### src/rtl/mem_access_ctrl_if.sv
`default_nettype none
// ============================================================================
// mem_access_ctrl_if : request/response handshake and memory bus bundle
// Rev 1.0
// ============================================================================
interface mem_access_ctrl_if #(
   parameter int ADDR_W = 2,
   parameter int DATA_W = 8,
   parameter int ERR_W  = 4
);
   logic              req_valid;
   logic              req_ready;
   logic              req_write;
   logic              req_verify;
   logic [ADDR_W-1:0] req_addr;
   logic [DATA_W-1:0] req_wdata;
   logic              rsp_valid;
   logic              rsp_ready;
   logic [DATA_W-1:0] rsp_rdata;
   logic              rsp_err;
   logic [ERR_W-1:0]  err_cnt;
   logic [ADDR_W-1:0] mem_add;
   logic              mem_rw;
   logic [DATA_W-1:0] mem_i;
   logic [DATA_W-1:0] mem_s;

   // Controller view: owns the memory bus and the response channel.
   modport master (
      input  req_valid, req_write, req_verify, req_addr, req_wdata,
      input  rsp_ready, mem_s,
      output req_ready, rsp_valid, rsp_rdata, rsp_err, err_cnt,
      output mem_add, mem_rw, mem_i
   );

   modport slave (
      output req_valid, req_write, req_verify, req_addr, req_wdata,
      output rsp_ready, mem_s,
      input  req_ready, rsp_valid, rsp_rdata, rsp_err, err_cnt,
      input  mem_add, mem_rw, mem_i
   );
endinterface
`default_nettype wire

### src/rtl/mem_access_ctrl.sv
`default_nettype none
// ============================================================================
// mem_access_ctrl : single-outstanding read/write/verify controller for a
//                   small register-file memory. Rev 1.0
// ============================================================================
module mem_access_ctrl #(
   parameter int ADDR_W = 2,
   parameter int DATA_W = 8,
   parameter int ERR_W  = 4
) (
   input  wire logic         clk,
   input  wire logic         reset,
   mem_access_ctrl_if.master bus
);

   typedef enum logic [2:0] {
      ST_IDLE = 3'd0,
      ST_WR   = 3'd1,
      ST_RD   = 3'd2,
      ST_VFY  = 3'd3,
      ST_RSP  = 3'd4
   } state_t;

   state_t            state_q,     state_d;
   logic              req_ready_q, req_ready_d;
   logic              rsp_valid_q, rsp_valid_d;
   logic [DATA_W-1:0] rsp_rdata_q, rsp_rdata_d;
   logic              rsp_err_q,   rsp_err_d;
   logic [ERR_W-1:0]  err_cnt_q,   err_cnt_d;
   logic [ADDR_W-1:0] mem_add_q,   mem_add_d;
   logic              mem_rw_q,    mem_rw_d;
   logic [DATA_W-1:0] mem_i_q,     mem_i_d;
   logic              verify_q,    verify_d;
   logic              mismatch;

   // mem_i_q doubles as the latched write data used by the verify compare.
   assign mismatch = (bus.mem_s != mem_i_q);

   always_comb begin
      state_d     = state_q;
      req_ready_d = req_ready_q;
      rsp_valid_d = rsp_valid_q;
      rsp_rdata_d = rsp_rdata_q;
      rsp_err_d   = rsp_err_q;
      err_cnt_d   = err_cnt_q;
      mem_add_d   = mem_add_q;
      mem_rw_d    = 1'b0;
      mem_i_d     = mem_i_q;
      verify_d    = verify_q;

      case (state_q)
         ST_IDLE: begin
            if (bus.req_valid) begin
               mem_add_d   = bus.req_addr;
               mem_i_d     = bus.req_wdata;
               verify_d    = bus.req_verify & bus.req_write;
               req_ready_d = 1'b0;
               if (bus.req_write) begin
                  mem_rw_d = 1'b1;
                  state_d  = ST_WR;
               end else begin
                  state_d  = ST_RD;
               end
            end
         end
         ST_WR: begin
            if (verify_q) begin
               state_d = ST_VFY;
            end else begin
               rsp_rdata_d = mem_i_q;
               rsp_err_d   = 1'b0;
               rsp_valid_d = 1'b1;
               state_d     = ST_RSP;
            end
         end
         ST_RD: begin
            rsp_rdata_d = bus.mem_s;
            rsp_err_d   = 1'b0;
            rsp_valid_d = 1'b1;
            state_d     = ST_RSP;
         end
         ST_VFY: begin
            rsp_rdata_d = bus.mem_s;
            rsp_err_d   = mismatch;
            if (mismatch && (err_cnt_q != {ERR_W{1'b1}}))
               err_cnt_d = err_cnt_q + ERR_W'(1);
            rsp_valid_d = 1'b1;
            state_d     = ST_RSP;
         end
         ST_RSP: begin
            if (bus.rsp_ready) begin
               rsp_valid_d = 1'b0;
               req_ready_d = 1'b1;
               state_d     = ST_IDLE;
            end
         end
         default: begin
            req_ready_d = 1'b1;
            rsp_valid_d = 1'b0;
            state_d     = ST_IDLE;
         end
      endcase
   end

   always_ff @(posedge clk or negedge reset) begin
      if (!reset) begin
         state_q     <= ST_IDLE;
         req_ready_q <= 1'b1;
         rsp_valid_q <= 1'b0;
         rsp_rdata_q <= '0;
         rsp_err_q   <= 1'b0;
         err_cnt_q   <= '0;
         mem_add_q   <= '0;
         mem_rw_q    <= 1'b0;
         mem_i_q     <= '0;
         verify_q    <= 1'b0;
      end else begin
         state_q     <= state_d;
         req_ready_q <= req_ready_d;
         rsp_valid_q <= rsp_valid_d;
         rsp_rdata_q <= rsp_rdata_d;
         rsp_err_q   <= rsp_err_d;
         err_cnt_q   <= err_cnt_d;
         mem_add_q   <= mem_add_d;
         mem_rw_q    <= mem_rw_d;
         mem_i_q     <= mem_i_d;
         verify_q    <= verify_d;
      end
   end

   assign bus.req_ready = req_ready_q;
   assign bus.rsp_valid = rsp_valid_q;
   assign bus.rsp_rdata = rsp_rdata_q;
   assign bus.rsp_err   = rsp_err_q;
   assign bus.err_cnt   = err_cnt_q;
   assign bus.mem_add   = mem_add_q;
   assign bus.mem_rw    = mem_rw_q;
   assign bus.mem_i     = mem_i_q;

endmodule
`default_nettype wire

### src/flat_wrapper.sv
// flat-port wrapper written by rule: the top's interface ports become plain ports
module mem_access_ctrl_flat 
#(
   parameter int ADDR_W = 2,
   parameter int DATA_W = 8,
   parameter int ERR_W  = 4
)
  (clk, reset, bus_req_valid, bus_req_write, bus_req_verify, bus_req_addr, bus_req_wdata, bus_rsp_ready, bus_mem_s, bus_req_ready, bus_rsp_valid, bus_rsp_rdata, bus_rsp_err, bus_err_cnt, bus_mem_add, bus_mem_rw, bus_mem_i);
  mem_access_ctrl_if #(.ADDR_W(ADDR_W), .DATA_W(DATA_W), .ERR_W(ERR_W)) bus_i ();
  input  wire logic clk;
  input  wire logic reset;
  input wire logic [$bits(bus_i.req_valid)-1:0] bus_req_valid;
  input wire logic [$bits(bus_i.req_write)-1:0] bus_req_write;
  input wire logic [$bits(bus_i.req_verify)-1:0] bus_req_verify;
  input wire logic [$bits(bus_i.req_addr)-1:0] bus_req_addr;
  input wire logic [$bits(bus_i.req_wdata)-1:0] bus_req_wdata;
  input wire logic [$bits(bus_i.rsp_ready)-1:0] bus_rsp_ready;
  input wire logic [$bits(bus_i.mem_s)-1:0] bus_mem_s;
  output wire logic [$bits(bus_i.req_ready)-1:0] bus_req_ready;
  output wire logic [$bits(bus_i.rsp_valid)-1:0] bus_rsp_valid;
  output wire logic [$bits(bus_i.rsp_rdata)-1:0] bus_rsp_rdata;
  output wire logic [$bits(bus_i.rsp_err)-1:0] bus_rsp_err;
  output wire logic [$bits(bus_i.err_cnt)-1:0] bus_err_cnt;
  output wire logic [$bits(bus_i.mem_add)-1:0] bus_mem_add;
  output wire logic [$bits(bus_i.mem_rw)-1:0] bus_mem_rw;
  output wire logic [$bits(bus_i.mem_i)-1:0] bus_mem_i;
  assign bus_i.req_valid = bus_req_valid;
  assign bus_i.req_write = bus_req_write;
  assign bus_i.req_verify = bus_req_verify;
  assign bus_i.req_addr = bus_req_addr;
  assign bus_i.req_wdata = bus_req_wdata;
  assign bus_i.rsp_ready = bus_rsp_ready;
  assign bus_i.mem_s = bus_mem_s;
  assign bus_req_ready = bus_i.req_ready;
  assign bus_rsp_valid = bus_i.rsp_valid;
  assign bus_rsp_rdata = bus_i.rsp_rdata;
  assign bus_rsp_err = bus_i.rsp_err;
  assign bus_err_cnt = bus_i.err_cnt;
  assign bus_mem_add = bus_i.mem_add;
  assign bus_mem_rw = bus_i.mem_rw;
  assign bus_mem_i = bus_i.mem_i;
  mem_access_ctrl #(.ADDR_W(ADDR_W), .DATA_W(DATA_W), .ERR_W(ERR_W)) u_core (.clk(clk), .reset(reset), .bus(bus_i));
endmodule
### config.mk
export PLATFORM = sky130hd
export DESIGN_NAME = mem_access_ctrl_flat
export DESIGN_NICKNAME = d
export VERILOG_FILES = /design/src/rtl/mem_access_ctrl_if.sv /design/src/rtl/mem_access_ctrl.sv /design/src/flat_wrapper.sv
export SDC_FILE = /design/constraint.sdc
export NUM_CORES = 1
export LEC_CHECK = 0
export BUFFER_PORTS_ARGS = -buffer_cell sky130_fd_sc_hd__buf_2
export CAP_MARGIN = 20
export CORE_MARGIN = 4
export CORE_UTILIZATION = 50
export CTS_CLUSTER_DIAMETER = 50
export DETAILED_ROUTE_END_ITERATION = 6
export GPL_ROUTABILITY_DRIVEN = 0
export PLACE_DENSITY_LB_ADDON = 0.2
export SYNTH_ARGS = -nofsm -noshare
export SYNTH_HDL_FRONTEND = slang
export SYNTH_SLANG_ARGS = --single-unit
### constraint.sdc
create_clock -name clk -period 3.65 [get_ports clk]
set_input_delay 0.5475 -clock clk [delete_from_list [all_inputs] [get_ports clk]]
set_output_delay 0.5475 -clock clk [all_outputs]
set_load 0.02 [all_outputs]
==> run summary <==
Status = completed
Post-synth cell types = 30
Initial DRC Count = 29
Worst slew margin = 40.1%
Warnings from Yosys = 0
Cell Area, Placed = 1680 um^2
Cells after Synth = 117
Max_cap viols = 0
Largest family of logic cells by synthesized area = multiplexers
Top-count cell post-synth = dfrtp_1
Syn nets = 142
Fin. max-slew vios = 0
Clk slew on worst S/H paths = 0.09 ns
Simple-gate share of the synthesized area = 13.4%
Post-synthesis mux area share = 16.5%
Crit. End Element = flop
R2R depth = 3
Setup TNS = 0 ns
WP data arrival = 2.13 ns
Root Buffer = clkbuf_4
Routed WL = 2890 um
GRT overflow = 0
EDFF count, synth = 0
Adder-Cell Fraction of Synth Area = 0.880%
Detailed Place HPWL = 2180 um
Final Cycle Share = 52.1%
Post-DRT Antenna Nets = 0
Initial antenna violation count = 0
Synthesized area = 1420 um^2
Peak VDD IR = 0.000578 V
Worst-case clock skew = 0.00553 ns
Reg2reg start = u_core.state_q[0]
Die Area = 3760 um^2
Commonest cells in the netlist = dfrtp_1 (29), nand2_1 (14), o21ai_0 (12), mux2_2 (10), xor2_1 (9)
Fillcell total = 226
Diode count = 0
Fin crit period = 1.90 ns
Worst-path maximum fanout = 13
Leak pwr = 0.839 nW
Post-CTS Setup Repair Bufs = 0
Layout area overhead = 23.8%
Vias in the first global route = 1081
Ys flop type = dfrtp_1
Met2 routed WL = 1410 um
CP required = 3.87 ns
Flop2flop setup slack = 1.75 ns
Avg Cell Area, Syn = 12.1 um^2
HP Class = input pin to asynchronous set/reset pin
Capturing point of the worst reg2reg path = u_core.bus.mem_add[0]
Num rows = 19
Synth Area in Compound Gates = 8.54%
Final Hold Vio Count = 0
Core ar. = 2730 um^2
Critical path type = flop to flop
Drt pass-1 iters = 4
Wirelength per Cell = 14.4 um
Clk sinks = 30
Worst Max-Slew Pin Slew = 0.893 ns
Synth top area share = 51.1%
Die height = 61.3 um
Top Layer Used = met4
I/O pin total = 50
Post-synth ARST share = 100%
Maximum clock rate = 526 MHz
Routed met1 length = 1230 um
Initial core utilization = 52.0%
Vias post-DR = 1069
Area contributors post-synth = dfrtp_1 (51%), mux2_2 (7.9%), mux2i_1 (5.6%), xor2_1 (5.5%), o21ai_0 (4.2%)
Final number of setup-violating endpoints = 0
Design area = 1760 um^2
Unrepaired setup endpoints after global routing = no
GRT Total Usage = 17.9%
DR vias/cell = 5.32
Pwr dens = 885 nW/um^2
First-pass GRT wire length = 4810 um
Largest net degree at the start of global routing = 31
Buffers added on ports = 49
CTS tree = done
DRC = 0
CTS max path bufs = 2
Cts bufs inserted = 5
WL met3 = 179 um
Post_cts resized = 0
Post-synthesis sequential area ratio = 52.9%
Layout cell share with drive strength beyond 1 = 44.7%
H-tree levels = 2
#FFs+latches synth = 30
Final net count = 194
Area leader, netlist = dfrtp_1
Die Wd = 61.3 um
CP Launch Type = flop
Xor-xnor portion of the synthesized cell area = 5.55%
Clock Latency Late Sink = 0.33 ns
Post-CTS Hold Fix Bufs = 0
-- per-layer routing --
| metal | global-route usage [%] | vias to the layer above |
|---|---|---|
| met5 | 0 | - |
| met4 | 11.5 | 0 |
| met3 | 4.40 | 8 |
| met2 | 27.5 | 32 |
| met1 | 22.4 | 515 |
| li1 | - | 514 |
-- logic make-up after synthesis --
logic type,count (synthesis)
fa+ha+maj,1
mux,21
simple gates,31
compound gates,19
buf+inv,6
flops,30
xor+xnor,9
-- where the power goes --
part | total (W) | switching, W | internal (W)
combinational | 0.000694 | 0.000411 | 0.000283
clock | 0.000246 | 0.000114 | 0.000131
sequential | 0.000618 | 0.000133 | 0.000485
-- stage by stage --
stage | worst slack [ns] | std cells | hold slack (ns) | utilization, % | power [W]
floorplan | 2.03 | 117 | 0.252 | - | 0.00110
global placement | 1.72 | 193 | 0.455 | 61.5 | 0.00130
detailed placement | 1.66 | 193 | 0.468 | 61.5 | 0.00133
CTS | 1.72 | 201 | 0.242 | 64.3 | 0.00158
global route | 1.60 | 201 | 0.271 | 64.3 | 0.00168
finish | 1.75 | 201 | 0.232 | 64.3 | 0.00156
-- worst max-delay path by stage --
stage | end | cells past startpoint | from
after floorplan | u_core.bus.err_cnt[2] | 4 | bus_mem_s[4]
after global placement | u_core.bus.mem_i[4] | 4 | bus_req_valid
after detailed placement | u_core.bus.mem_add[0] | 4 | bus_req_valid
after CTS | u_core.bus.mem_add[0] | 3 | u_core.state_q[0]
after global routing | u_core.bus.mem_i[3] | 3 | u_core.state_q[0]
final | u_core.bus.mem_add[0] | 3 | u_core.state_q[0]
-- area by class of cell --
type                            count  area (um^2)  share of cell area, %
Sequential cell                    30          752                   42.7
Multi-Input combinational cell     81          637                   36.2
Timing Repair Buffer               49          245                   13.9
Clock buffer                        8         78.8                   4.48
Tap cell                           31         38.8                   2.20
Inverter                            2         7.51                  0.427
-- worst max-delay path, stage by stage, from the launching register on --
cell,delay (ns)
dfrtp_1,0.47
nand2b_1,0.22
nor3_2,0.69
mux2_2,0.41
-- flip-flops by register name, summed over array words and instances, names as in the netlist --
| signal | flops |
|---|---|
| u_core.bus.mem_i | 8 |
| u_core.bus.rsp_rdata | 8 |
| u_core.bus.err_cnt | 4 |
| u_core.state_q | 3 |
| u_core.bus.mem_add | 2 |
| u_core.bus.mem_rw | 1 |
| u_core.bus.req_ready | 1 |
| u_core.bus.rsp_err | 1 |
| u_core.bus.rsp_valid | 1 |
| u_core.verify_q | 1 |
-- placed cells by master (no fill, tap or decap), types with 2 or more instances in the layout --
cell type,count
buf_2,49
clkbuf_4,5
clkbuf_8,3
dfrtp_1,29
inv_1,2
mux2_2,10
mux2_4,2
mux2i_1,8
nand2_1,14
nand2b_1,3
nand3_1,5
nor4_4,2
o21ai_0,12
xor2_1,9
Note: power is estimated with default switching activity, not from simulation.
